===== config.mk =====
export PLATFORM = sky130hd
export DESIGN_NAME = fifo_to_uart_ser
export DESIGN_NICKNAME = d
export VERILOG_FILES = /design/src/rtl/fifo_to_uart_ser.sv
export SDC_FILE = /design/constraint.sdc
export NUM_CORES = 1
export LEC_CHECK = 0
export ABC_CLOCK_PERIOD_IN_PS = 2200
export CAP_MARGIN = 0
export CORE_UTILIZATION = 25
export DETAILED_ROUTE_END_ITERATION = 6
export SLEW_MARGIN = 15
export SYNTH_ARGS = -nofsm -noshare
export SYNTH_HDL_FRONTEND = slang
export SYNTH_SLANG_ARGS = --single-unit

===== constraint.sdc =====
create_clock -name clk -period 2.2 [get_ports clk]
set_input_delay 0.33 -clock clk [delete_from_list [all_inputs] [get_ports clk]]
set_output_delay 0.33 -clock clk [all_outputs]
set_load 0.02 [all_outputs]

===== src/rtl/fifo_to_uart_ser.sv =====
// -----------------------------------------------------------------------------
// fifo_to_uart_ser
//
// Pops one multi-byte word from the TX FIFO, latches it, then hands it to the
// UART transmitter one byte at a time using a start/done handshake. The byte
// order is fixed at elaboration by MSB_FIRST. All logic runs on one clock.
//
// Parameters
//   N_BYTES    bytes per FIFO word (>= 2)
//   BYTE_W     bits per byte sent to the transmitter
//   MSB_FIRST  0: byte 0 (din[BYTE_W-1:0]) goes first; 1: top byte goes first
//
// Ports
//   clk         in   system clock, rising edge
//   sys_rst_l   in   asynchronous active-low reset
//   en          in   1: allow new FIFO pops; 0: finish current word, then hold
//   fifo_empty  in   TX FIFO empty flag
//   fifo_rd_en  out  one-cycle FIFO pop strobe
//   din         in   FIFO read data, valid the cycle after fifo_rd_en
//   tx_data     out  byte presented to the transmitter
//   tx_start    out  one-cycle start strobe to the transmitter
//   tx_done     in   one-cycle pulse: transmitter finished the current byte
//   busy        out  1 whenever the FSM is not idle
//   byte_idx    out  send-order index of the byte in flight
//   word_done   out  one-cycle pulse after the last byte is acknowledged
//
// All outputs are registered or decoded from registered state only.
// -----------------------------------------------------------------------------
module fifo_to_uart_ser #(
    parameter int N_BYTES   = 8,
    parameter int BYTE_W    = 8,
    parameter bit MSB_FIRST = 1'b0
) (
    input  logic                         clk,
    input  logic                         sys_rst_l,
    input  logic                         en,
    input  logic                         fifo_empty,
    output logic                         fifo_rd_en,
    input  logic [N_BYTES*BYTE_W-1:0]    din,
    output logic [BYTE_W-1:0]            tx_data,
    output logic                         tx_start,
    input  logic                         tx_done,
    output logic                         busy,
    output logic [$clog2(N_BYTES)-1:0]   byte_idx,
    output logic                         word_done
);

    localparam int WORD_W = N_BYTES * BYTE_W;
    localparam int IDX_W  = $clog2(N_BYTES);
    localparam logic [IDX_W-1:0] LAST_IDX = IDX_W'(N_BYTES - 1);

    typedef enum logic [2:0] {
        IDLE,
        RD,
        LAT,
        SEND,
        WAIT
    } state_t;

    state_t            state;
    logic [WORD_W-1:0] word_q;
    logic [IDX_W-1:0]  idx_next;

    // Send-order index to byte lane. With MSB_FIRST the lane is mirrored so
    // index 0 always means "first byte on the wire".
    function automatic logic [BYTE_W-1:0] pick_byte(
        input logic [WORD_W-1:0] w,
        input logic [IDX_W-1:0]  idx
    );
        int slot;
        slot = MSB_FIRST ? (N_BYTES - 1 - int'(idx)) : int'(idx);
        return BYTE_W'(w >> (slot * BYTE_W));
    endfunction

    assign idx_next = byte_idx + IDX_W'(1);
    assign busy     = (state != IDLE);

    // NOTE: every register below is assigned with <= so all of them update
    // together from the values sampled at the same edge.
    always_ff @(posedge clk or negedge sys_rst_l) begin
        if (!sys_rst_l) begin
            state      <= IDLE;
            fifo_rd_en <= 1'b0;
            tx_start   <= 1'b0;
            tx_data    <= '0;
            byte_idx   <= '0;
            word_done  <= 1'b0;
            // NOTE: the word register is a plain flop bank, not a RAM, so it
            // is cleared on reset; a word in flight is simply dropped.
            word_q     <= '0;
        end else begin
            // Strobes are one-cycle pulses: low unless a state below raises them.
            fifo_rd_en <= 1'b0;
            tx_start   <= 1'b0;
            word_done  <= 1'b0;

            unique case (state)
                IDLE: begin
                    if (en && !fifo_empty) begin
                        fifo_rd_en <= 1'b1;
                        state      <= RD;
                    end
                end

                // Pop strobe is high during this cycle; data arrives next cycle.
                RD: state <= LAT;

                // din is valid now. The first byte is taken straight from din
                // so tx_data is ready in the same cycle tx_start rises.
                LAT: begin
                    word_q   <= din;
                    byte_idx <= '0;
                    tx_data  <= pick_byte(din, IDX_W'(0));
                    tx_start <= 1'b1;
                    state    <= SEND;
                end

                SEND: state <= WAIT;

                // tx_data holds its value until the transmitter acknowledges.
                WAIT: begin
                    if (tx_done) begin
                        if (byte_idx == LAST_IDX) begin
                            byte_idx  <= '0;
                            word_done <= 1'b1;
                            state     <= IDLE;
                        end else begin
                            byte_idx <= idx_next;
                            tx_data  <= pick_byte(word_q, idx_next);
                            tx_start <= 1'b1;
                            state    <= SEND;
                        end
                    end
                end

                default: state <= IDLE;
            endcase
        end
    end

endmodule


After elaboration in Yosys (flattened, before gate mapping)
Index checks and enable logic that the tools add are counted.
{"block": "word_totals", "mem_bits_rw": 0, "memories": 0, "rom_bits": 0, "out_inout_bits": 15, "latchBits": 0, "in_bits": 69, "elab_cells": 43, "ff_bits": 81}
{"block": "classes", "bitwise_logic": 0, "n_mul": 0, "reduce_logical": 8, "n_eq_ne": 8, "n_div": 0, "order_cmp": 0, "n_addsub": 1, "mux": 18, "n_shift": 1}
{"operator": "64-bit by 6-bit >> shifter with 8-bit output", "n": 1}
{"operator": "8-bit two-way mux", "n": 2}
{"operator": "8-bit case mux with 2 select lines", "n": 1}
{"operator": "3-bit case mux with 5 select lines", "n": 1}
{"operator": "3-bit two-way mux", "n": 4}
{"operator": "1-bit two-way mux", "n": 7}
{"operator": "3-bit by 2-bit == test with 1-bit output (second input constant)", "n": 2}
{"operator": "3-bit == test (second input constant)", "n": 2}
{"operator": "2-bit != test (second input constant)", "n": 3}
{"operator": "3-bit case mux with 2 select lines", "n": 1}
{"operator": "2-bit AND reduction", "n": 2}
{"operator": "3-bit by 1-bit adder with 3-bit output (second input constant)", "n": 1}
{"operator": "3-bit by 1-bit == test with 1-bit output (second input constant)", "n": 1}
{"operator": "3-bit logical NOT", "n": 1}
{"operator": "3-bit AND reduction", "n": 1}
{"operator": "3-bit nonzero test", "n": 1}
{"operator": "2-bit two-way mux", "n": 1}
{"operator": "1-bit case mux with 2 select lines", "n": 1}
{"operator": "2-bit nonzero test", "n": 1}
{"operator": "1-bit logical AND", "n": 1}
{"operator": "1-bit logical NOT", "n": 1}

Longest topological paths before layout
{"block": "logic_depth", "ltp_word": 5, "depth_mapped": 7}

Least setup slack after synthesis
OpenSTA, ideal clock, no wires.
{"block": "synth_timing", "path_type": "register to register", "start": "reg byte_idx[0]", "end": "reg tx_data[0]", "arrival_ns": 1.848, "t_required_ns": 2.074, "n_path_buf": 2, "path_stages_with_launch": 8, "setup_slack_ns": 0.226, "path_cell_list": "dfrtp_1 ha_1 ha_1 nand4bb_1 a21o_1 buf_6 buf_6 a221o_1"}
{"block": "synth_between", "elab_chain_cells": 5}
{"item": "from (decl)", "line_no": "44", "text": "output logic [$clog2(N_BYTES)-1:0] byte_idx,"}
{"item": "from (signal assigned)", "line_no": "128", "text": "byte_idx <= idx_next;"}
{"item": "3-bit by 1-bit adder with 3-bit output", "line_no": "75", "text": "assign idx_next = byte_idx + IDX_W'(1);"}
{"item": "64-bit by 6-bit >> shifter with 8-bit output", "line_no": "72", "text": "return BYTE_W'(w >> (slot * BYTE_W));"}
{"item": "8-bit two-way mux", "line_no": "123", "text": "if (byte_idx == LAST_IDX) begin"}
{"item": "8-bit two-way mux", "line_no": "122", "text": "if (tx_done) begin"}
{"item": "8-bit case mux with 2 select lines", "line_no": "97", "text": "unique case (state)"}
{"item": "to (signal assigned)", "line_no": "113", "text": "tx_data <= pick_byte(din, IDX_W'(0));"}
{"item": "to (signal assigned)", "line_no": "129", "text": "tx_data <= pick_byte(word_q, idx_next);"}
{"item": "to (decl)", "line_no": "40", "text": "output logic [BYTE_W-1:0] tx_data,"}
Several ways; a longest one is shown, not always the timed one. The select of a mux whose other input is x is not followed.
A chain may end at the register's enable or synchronous reset.

Final worst setup path
{"block": "layout_timing", "start": "reg byte_idx[0]", "end": "reg tx_data[2]"}
Same word-level chain as after synthesis.

==> flow_summary.ini <==
[final_layout]
drive_gt1_frac = 0.08716
fin_nets = 502
fillers = 1434
antennaDiodeCount = 0
area_delta_synth_final_pct = 36.39
final_core_util = 0.3476

[floorplan]
initial_core_util = 0.2548
die_y_um = 123.5
ios = 84
rows = 44
fp.dieW_um = 123.5
dieArea_mm2 = 0.01525
core_area_mm2 = 0.01448

[route]
viasPerCell = 4.366
vias = 2707
avgRoutedWirePerCell_um = 14.25
drcViolationCount = 0
first_iter_violations = 162
wirelength_mm = 8.832
postRouteAntennaNets = 0
firstDrtPassIters = 4

[clock_tree]
htree_num_levels = 3
holdBufCountCts = 1
clk_pin_slew_ns = 0.06
cts_setup_buffers = 0
cts_buffers = 9
ctsResizeCount = 0
clock-sinks = 81
clkLatencyLatePin_ns = 0.33
cts_tree = built
clockBufferDepth = 2
clk_root_buffer_cell = clkbuf_16

[critical_path]
crit_end = tx_data[2]$_DFFE_PN0P_
r2r-end = tx_data[2]$_DFFE_PN0P_
end_kind = flip-flop
critical_path_depth = 5
crit_family = compound AO/OA/AOI/OAI gates
ff2ff_setup_slack_ns = 0.13
crit_buf_inv = 0
crit_top_cell = ha_1
cp-start-kind = flip-flop
crit_slowest_cell = a221o_1
timing.rr.start = byte_idx[0]$_DFFE_PN0P_
worstPathArrival_ns = 2.28
ff2ff_path_depth = 5
crit_start = byte_idx[0]$_DFFE_PN0P_
critPathKind = reg2reg
crit_chain = ha_1, ha_1, nand4bb_1, a21o_1, a221o_1
worstPathMaxFanout = 18
max_stage_delay_ns = 0.44
crit_required_ns = 2.41

[synth]
synth-compound-area-share = 0.04001
syn_area_per_cell_um2 = 10.54
synth_enable_flop_cells = 0
yosys.area_share.adder = 0.006782
synth-xor-area-share = 0
yosys_most_used_dff = dfrtp_1
synth_seq_cells = 81
synth-seq-area-share = 0.5493
synth_warnings = 0
synth-simple-area-share = 0.2079
synth_fp_nets = 421
ys_types = 33
synth.area.mux_share = 0.1519
async_flop_share = 1.000
synthCells = 350
syn_area_mm2 = 0.003690
synth_top_family_by_area = simple AND/OR/NAND/NOR gates

[global_routing]
grt_max_degree = 73
grt_pass1_wl_mm = 14.23
grt_pass1_vias = 2892
grt-ovfl-total = 0
track_usage = 0.1254
antenna_found_initial = 0

[timing]
tns_ns = 0
slew_violations = 0
fmax_ghz = 0.4830
rsz0062_at_grt = no
period_needed_ns = 2.070
slew_headroom = 0.5800
worst_pin_slew_ns = 0.6300
hold_viol = 0
setup_violations = 0
skew_ns = 0.006230
finalCritPeriodShare = 0.9410

[power]
combPwrFrac = 0.385
clockPowerShare = 0.235
power_switching_share = 0.3483
p_int_w = 0.004445
pwr-share-seq = 0.380
switching_power_w = 0.002375
power_leakage_nw = 2.287
p_per_area_mw_per_mm2 = 1355
ir_drop_v = 0.0004657

[hold_path]
hold_path.class = reg2reg

[place]
port_buffers = 83
place_congestion = 0.7852
dp_hpwl_mm = 6.287

[status]
outcome = finished clean

[flow_run]
timing.max_cap.violations = 0
-- power by group through the flow --
| stage | Combinational, W | Clock, W | Sequential (W) |
|---|---|---|---|
| after floorplan | 0.00189 | 0 | 0.00257 |
| after CTS | 0.00270 | 0.00165 | 0.00260 |
| final | 0.00263 | 0.00160 | 0.00259 |
| after global routing | 0.00297 | 0.00170 | 0.00269 |
| after detailed placement | 0.00269 | 0 | 0.00262 |
| after global placement | 0.00262 | 0 | 0.00259 |
-- kinds of logic (layout without fill, tap and decap cells) --
group,Yosys count,after routing
AOI/OAI and AO/OA,19,19
adders and majority gates,2,2
DFF,81,81
buffers and inverters,25,111
muxes,32,32
and+or+nand+nor,191,191
-- routing by layer --
layer  GRT usage  routed length, um  part of all wire  vias to the layer above
li1            -                  -                 -                     1334
met1      0.1525               3825              0.43                     1306
met2      0.2126               4511              0.51                       56
met3     0.03183                343             0.039                       11
met4     0.04819                152             0.017                        0
met5           0                  0                 0                        -
-- through the flow --
step                      cell area [um^2]  setup slack (ns)  hold WS, ns  instances  total power (W)
after floorplan                       3690            0.2261      0.03441        350         0.004462
after global placement                4700            0.2452       0.3561        603         0.005206
after detailed placement              4700            0.1623       0.3586        603         0.005311
after CTS                             5032            0.1465       0.4702        620         0.006944
after global routing                  5032          0.005622       0.4840        620         0.007367
final                                 5032            0.1298       0.4633        620         0.006820
-- flip-flops by register name, indices dropped and copies added, names as in the netlist --
register,count
state,3
tx_start,1
word_q,64
word_done,1
fifo_rd_en,1
tx_data,8
byte_idx,3
-- cells in the mapped netlist (3+ instances only) --
master / count / area, um^2
o21ai_1: 3 / 15.01
buf_6: 3 / 33.78
inv_2: 3 / 11.26
nor3_1: 8 / 40.04
nand2_1: 170 / 638.1
buf_2: 9 / 45.04
nand3_1: 3 / 15.01
mux2i_1: 8 / 80.08
a221o_1: 8 / 80.08
mux2_1: 8 / 90.09
mux4_2: 8 / 180.2
mux4_1: 8 / 210.2
dfrtp_1: 81 / 2027
clkbuf_1: 6 / 22.52
-- cell usage in the layout, fill, tap and decap left out, types with 3 or more instances in the layout --
| cell type | count |
|---|---|
| clkdlybuf4s50_1 | 82 |
| mux4_2 | 8 |
| o21ai_1 | 3 |
| mux4_1 | 8 |
| nand2_1 | 170 |
| mux2i_1 | 8 |
| mux2_1 | 8 |
| buf_12 | 3 |
| buf_4 | 6 |
| dfrtp_1 | 81 |
| clkbuf_16 | 9 |
| nor3_1 | 8 |
| a221o_1 | 8 |
| inv_2 | 3 |
-- layout make-up --
class / count / area (um^2) / share of cell area
sequential: 81 / 2027 / 0.4028
inverter: 3 / 11.26 / 0.002238
multi-input combinational: 244 / 1505 / 0.2991
clock inverter: 4 / 76.32 / 0.01517
timing repair buffer: 92 / 935.9 / 0.1860
tap: 184 / 230.2 / 0.04575
clock buffer: 12 / 246.5 / 0.04898
-- worst min path at each step --
stage	startpoint	end	slack (ns)	depth (start not counted)
floorplan	sys_rst_l	byte_idx[0]$_DFFE_PN0P_	0.03	0
global placement	sys_rst_l	tx_start$_DFF_PN0_	0.36	1
detailed placement	sys_rst_l	tx_start$_DFF_PN0_	0.36	1
CTS	word_q[33]$_DFFE_PN0P_	word_q[33]$_DFFE_PN0P_	0.47	2
global route	word_q[32]$_DFFE_PN0P_	word_q[32]$_DFFE_PN0P_	0.48	2
finish	word_q[33]$_DFFE_PN0P_	word_q[33]$_DFFE_PN0P_	0.46	2
-- tightest hold or removal path, delay by kind of cell, from the launching register on --
kind / cells / cell delay (ns)
AND/OR/NAND/NOR: 2 / 0.10
flip-flops: 1 / 0.33
(Power assumes the default switching activity.)
